`config.mk`:
```
export PLATFORM = sky130hd
export DESIGN_NAME = mult_booth
export DESIGN_NICKNAME = d
export VERILOG_FILES = /design/src/rtl/mult_booth.sv
export SDC_FILE = /design/constraint.sdc
export NUM_CORES = 1
export LEC_CHECK = 0
export CORE_MARGIN = 3
export CORE_UTILIZATION = 57
export CTS_CLUSTER_DIAMETER = 40
export CTS_CLUSTER_SIZE = 30
export DETAILED_ROUTE_END_ITERATION = 8
export PLACE_DENSITY = 0.81
export SLEW_MARGIN = 20
export SYNTH_ARGS = -nofsm -noshare
export SYNTH_HDL_FRONTEND = slang
export SYNTH_SLANG_ARGS = --single-unit
```
`constraint.sdc`:
```
create_clock -name clock -period 6.8 [get_ports clock]
set_input_delay 1.02 -clock clock [delete_from_list [all_inputs] [get_ports clock]]
set_output_delay 1.02 -clock clock [all_outputs]
set_load 0.05 [all_outputs]
```
`src/rtl/mult_booth.sv`:
```
// Radix-2 Booth signed multiplier, one partial-product step per clock.
// Latency WIDTH+1 cycles from start to ready; start is ignored while busy.
module mult_booth #(
    parameter int WIDTH = 32
) (
    input  logic             clock,
    input  logic             reset,
    input  logic             start,
    input  logic [WIDTH-1:0] multiplicand,
    input  logic [WIDTH-1:0] multiplier,
    output logic [WIDTH-1:0] result,
    output logic             overflow,
    output logic             ready,
    output logic             busy
);

    localparam int CW = $clog2(WIDTH) + 1;
    localparam int PW = 2*WIDTH + 2;

    typedef enum logic [1:0] {
        IDLE = 2'd0,
        RUN  = 2'd1,
        DONE = 2'd2
    } state_t;

    state_t             state;
    state_t             state_nxt;
    logic [WIDTH:0]     m;
    logic [PW-1:0]      p;
    logic [PW-1:0]      p_step;
    logic [CW-1:0]      cnt;
    logic [WIDTH:0]     acc;
    logic [2*WIDTH-1:0] prod;
    logic               accept;
    logic               last;

    assign accept = start && (state != RUN);
    assign last   = (cnt == CW'(WIDTH-1));

    // Accumulator is WIDTH+1 bits so subtracting the most negative M stays exact.
    always_comb begin
        acc = p[PW-1:WIDTH+1];
        case (p[1:0])
            2'b01:   acc = p[PW-1:WIDTH+1] + m;
            2'b10:   acc = p[PW-1:WIDTH+1] - m;
            default: acc = p[PW-1:WIDTH+1];
        endcase
    end

    assign p_step = {acc[WIDTH], acc, p[WIDTH:1]};
    assign prod   = p_step[2*WIDTH:1];

    always_ff @(posedge clock or posedge reset) begin
        if (reset) begin
            state <= IDLE;
        end else begin
            state <= state_nxt;
        end
    end

    always_comb begin
        state_nxt = state;
        case (state)
            IDLE:    state_nxt = accept ? RUN : IDLE;
            RUN:     state_nxt = last ? DONE : RUN;
            DONE:    state_nxt = accept ? RUN : IDLE;
            default: state_nxt = IDLE;
        endcase
    end

    always_comb begin
        busy  = (state == RUN);
        ready = (state == DONE);
    end

    always_ff @(posedge clock or posedge reset) begin
        if (reset) begin
            m        <= '0;
            p        <= '0;
            cnt      <= '0;
            result   <= '0;
            overflow <= 1'b0;
        end else if (accept) begin
            m   <= {multiplicand[WIDTH-1], multiplicand};
            p   <= {{(WIDTH+1){1'b0}}, multiplier, 1'b0};
            cnt <= '0;
        end else if (state == RUN) begin
            p   <= p_step;
            cnt <= cnt + CW'(1);
            if (last) begin
                result   <= prod[WIDTH-1:0];
                overflow <= ~(&prod[2*WIDTH-1:WIDTH-1]) && (|prod[2*WIDTH-1:WIDTH-1]);
            end
        end
    end

endmodule

```
==> reports/metrics.csv, run 1 <==
metric,value,unit
status,completed,
ctsResizeCount,0,
detail-route-antenna-nets,0,
ys_types,70,
diodes,0,
relSlewSlack,0.3637,
numCtsBuffers,17,
hpwlAfterDp,15430,um
fp.dieArea,16860,sq um
grt_setup_unrepaired,false,
syn_inst,930,
synthArstFlopShare,1.000,
worst_slew_pin_slew,954.4,ps
end_kind,flop,
io_pins,102,
cts.sinks,138,
drt_iter0_markers,730,
pre_cts_slack,587.6,ps
cap_violations,0,
fmax,164.0,MHz
hold_path_class,flop to flop,
ys_dominant_reg_cell,dfrtp_1,
vias,7556,
dp.cells,1178,
finalHoldViolCount,0,
totalWireLength,22310,um
overflow,0,
wl_per_cell,18.44,um
post-cts-setup-buffers,0,
synth_area_per_cell,9.403,sq um
highest_layer,met4,
antenna_found_initial,0,
wl_met1,9841,um
post-route-period-util,0.8964,
dr.pass1.iters,6,
min_period,6096,ps
required,7100,ps
slew_viol_final,0,
wl_met2,10410,um
port_buffers,101,
fin_nets,1116,
syn_to_final_growth,19.85,%
ctsHoldBuffers,0,
die_w,129.9,um
start_util,0.5927,
startpoint,m[3],
root_buffer,clkbuf_16,
clk-insertion-delay-late,420,ps
setup_viol,0,
final_cell_mix,"138 x dfrtp_1, 100 x clkdlybuf4s50_1, 94 x nand2_1, 92 x o21ai_0, 67 x mux2_2",
grtUsageTotal,0.2711,
setup_slack,704.2,ps
cts_tree,done,
rows,44,
fin_worst_skew,8.007,ps
clockBufferDepth,2,
arrival,6390,ps
core,14750,sq um
clkTransAtPathRegs,70,ps
tns,0,ps
gp_congestion,0.9608,
fp.dieH,129.9,um
synth_seq_cells,138,
syn_nets,1033,
grt_pass1_vias,7039,
dr_wl_met3,1393,um
synth_edf_count,0,
rr_startpoint,m[3],
fin_cells,1210,
seq_area_frac_synth,0.3949,
layout_commonest_cell,dfrtp_1,
hold_path_startpoint,p[9],
cts-htree-levels,4,
synth_warnings,0,
path_max_fanout,6,
synthesis.area,8745,sq um
drive_gt1_frac,0.1238,
vias_per_cell,6.245,
start_kind,flop,
drc,0,
grt_max_degree,82,
grt_pass1_wl,36200,um
criticalPathCategory,flop to flop,
## cells by family (layout without fill, tap and decap cells)
family | count (synthesis) | in the layout | synth area share
AOI/OAI and AO/OA | 232 | 232 | 0.1650
adders and majority gates | 36 | 36 | 0.05237
xor gates and xnor gates | 44 | 44 | 0.04407
muxes | 109 | 109 | 0.1344
DFF | 138 | 138 | 0.3949
and+or+nand+nor | 303 | 303 | 0.1797
buffers and inverters | 68 | 164 | 0.02962
## metrics by stage
step / hold slack (ps) / area, sq um / utilization
after global placement: 478.9 / 9884 / 0.6699
after global routing: 524.5 / 10480 / 0.7103
final: 500.0 / 10480 / 0.7103
after detailed placement: 485.9 / 9884 / 0.6699
after floorplan: 457.1 / 8745 / -
after CTS: 503.5 / 10470 / 0.7099
## state kept, by name, indices dropped and copies added (netlist names)
| register | flops |
|---|---|
| result | 32 |
| m | 32 |
| p | 65 |
| state | 2 |
| cnt | 6 |
| overflow | 1 |
## path summary, 6_finish.rpt
kind	end	slack (ps)	cells after the start
setup / recovery	overflow	700	20
max in group asynchronous	p[22]	4420	3
min in group asynchronous	p[6]	1060	2
hold reg to reg	p[8]	500	2
hold / removal	p[8]	500	2
setup reg to reg	overflow	700	20
## critical path, cell delays in order (launching register included)
cell,delay [ps]
dfrtp_1,430
nor4_1,500
nor4b_1,490
nand2_1,150
or4_1,460
or2_2,310
nor4_1,380
a21oi_1,150
xnor2_1,140
ha_1,370
a21o_1,200
o21bai_1,130
o22ai_1,140
or4_1,560
a21oi_2,200
mux2i_1,100
o311a_1,140
or4_1,400
or4_4,420
nor4_2,210
a21oi_1,90
## cell usage after synthesis (all sizes together) (17+ instances only)
library cell | count | share of area
nor2 | 60 | 0.026
nor3 | 17 | 0.0097
nand2 | 94 | 0.040
ha | 35 | 0.050
inv | 22 | 0.0094
mux2 | 67 | 0.086
nand3b | 33 | 0.028
o21ai | 92 | 0.053
a21oi | 53 | 0.031
xnor2 | 42 | 0.042
clkbuf | 36 | 0.015
mux2i | 42 | 0.048
dfrtp | 138 | 0.39
## cell type report
| class | instances | area, sq um |
|---|---|---|
| multi-input cells | 724 | 5046 |
| repair buffers | 110 | 1074 |
| fillers | 1055 | 4274 |
| well taps | 184 | 230.2 |
| clock buffers | 19 | 452.9 |
| clock inverters | 13 | 136.4 |
| inverters | 22 | 87.58 |
| flip-flops and latches | 138 | 3453 |
## metal layers
layer	up-vias	global-route usage
li1	3570	-
met1	3647	0.3810
met2	286	0.4152
met3	53	0.05649
met4	0	0.1051
met5	-	0
Power of run 1 is left out: the tool's default activity adds up to more than one toggle a clock period on the data nets, which glitch-free logic cannot reach.
==> run 2, diff against run 1 <==
Settings changed: CORE_UTILIZATION 57 to 60, DONT_BUFFER_PORTS from default to 1, PLACE_DENSITY 0.81 to 0.76.
==> reports/metrics.csv, run 2 (synthesis results as in run 1) <==
metric,value,unit
min_period,6254,ps
totalWireLength,22540,um
fmax,159.9,MHz
dr_wl_met3,2075,um
start_util,0.6227,
hpwlAfterDp,15740,um
status,completed,
cap_violations,0,
clkTransAtPathRegs,60,ps
slowest_stage,nor4b_1,
tns,0,ps
wl_met2,10700,um
min_path_cells,2,
port_buffers,0,
final_cell_mix,"138 x dfrtp_1, 94 x nand2_1, 92 x o21ai_0, 67 x mux2_2, 60 x nor2_1",
regToRegSetupSlack,550,ps
pre_cts_slack,481.6,ps
finalHoldViolCount,0,
fp.dieArea,16060,sq um
grt_pass1_wl,36250,um
dpl-instance-area,8866,sq um
rr_startpoint,m[3],
largest_reg_flops,65,
multi_input_area,5046,sq um
arrival,6560,ps
worst_slew_pin_slew,1015,ps
end_kind,flop,
critPathMaxStageDelay,500,ps
core,14040,sq um
drive_gt1_frac,0.1353,
gp_congestion,0.9138,
regArea,3453,sq um
drc,0,
path_max_fanout,8,
slew_viol_final,0,
rows,43,
fp.dieH,126.7,um
grtUsageTotal,0.2793,
r2r-end,overflow,
hold_path_class,flop to flop,
criticalPathCategory,flop to flop,
root_buffer,clkbuf_16,
overflow,0,
hold_path_startpoint,p[29],
post-route-period-util,0.9197,
grt_setup_unrepaired,false,
detail-route-antenna-nets,0,
cts_tree,done,
vias_per_cell,6.604,
fin_worst_skew,9.624,ps
rr_worst_depth,21,
fin_nets,1014,
final_area,9475,sq um
relSlewSlack,0.3222,
wl_per_cell,20.36,um
highest_layer,met5,
fillerInstances,1072,
reg_top3,"p x65, m x32, result x32",
vias,7311,
grt_pass1_vias,7221,
setup_slack,545.8,ps
io_pins,102,
top_register,p,
crit_family,simple AND/OR/NAND/NOR gates,
min_to,p[28],
numCtsBuffers,17,
dr.pass1.iters,6,
die_w,126.7,um
critPathBufInv,0,
grt_max_degree,83,
layout_commonest_cell,dfrtp_1,
cts-htree-levels,4,
clk-insertion-delay-late,420,ps
cts.sinks,138,
setup_viol,0,
ctsHoldBuffers,0,
required,7100,ps
post-cts-setup-buffers,0,
clockBufferDepth,2,
antenna_found_initial,6,
crit_top_cell,a21oi_1,
wl_met1,9117,um
start_kind,flop,
syn_to_final_growth,8.356,%
path_cells,"nor4_1, nor4b_1, nand2_1, or4_1, or2_2, nor4_1, and3_1, a21oi_1, xnor2_1, ha_1, a211o_1, nor2_1, a21oi_1, a21oi_1, and3_1, mux2i_1, o311a_1, or4_1, or4_4, nor4_2, a21oi_1",
drt_iter0_markers,763,
-- run 2: cell count changes in the layout (fill, tap and decap cells not counted) --
cell,delta
clkdlybuf4s50_1,-100
clkinv_2,+3
diode_2,+3
inv_8,-2
buf_2,-1
buf_4,-1
bufinv_16,+1
clkinvlp_4,-1
inv_6,-1
-- run 2: worst max path at each step --
stage,cells past startpoint,from,slack [ps],endpoint
finish,21,m[3],550,overflow
global route,20,m[3],150,overflow
CTS,20,m[3],400,overflow
detailed placement,20,m[3],480,overflow
global placement,20,m[3],610,overflow
floorplan,20,m[3],1330,overflow
-- run 2: stage by stage --
| stage | hold WS (ps) | utilization | cells |
|---|---|---|---|
| 6_report | 510.1 | 0.6748 | 1107 |
| 5_1_grt | 544.3 | 0.6748 | 1107 |
| 4_1_cts | 509.6 | 0.6738 | 1104 |
| 3_5_place_dp | 491.2 | 0.6314 | 1072 |
| 3_3_place_gp | 479.1 | 0.6314 | 1072 |
| 2_1_floorplan | 457.1 | - | 930 |
-- run 2: layer usage --
metal  vias to the layer above  global-route usage
li1                       3374                   -
met1                      3549              0.3611
met2                       331              0.4461
met3                        51             0.08253
met4                         6              0.1054
met5                         -                   0
-- run 2: what timing repair did --
| item | CTS | global route |
|---|---|---|
| endpoints found under the setup margin | 0 | 1 |
| endpoints found under the hold margin | 0 | 0 |
| gates resized for setup | 0 | 1 |
-- run 2: area by class of cell --
type                    instances  area share
flip-flops and latches        138      0.3645
repair buffers                  8    0.006338
diodes                          3   0.0007923
clock inverters                13     0.01505
clock buffers                  19     0.04780
well taps                     180     0.02377
inverters                      22    0.009243
multi-input cells             724      0.5325
-- run 2: worst reg2reg max path: cells and delay by family (launching register included) --
kind | cells | cell delay [ps]
flops | 1 | 430
fa+ha+maj | 1 | 380
simple gates | 12 | 3990
xor+xnor | 1 | 270
compound gates | 6 | 1010
mux | 1 | 70
Power of run 2 is left out for the same reason.
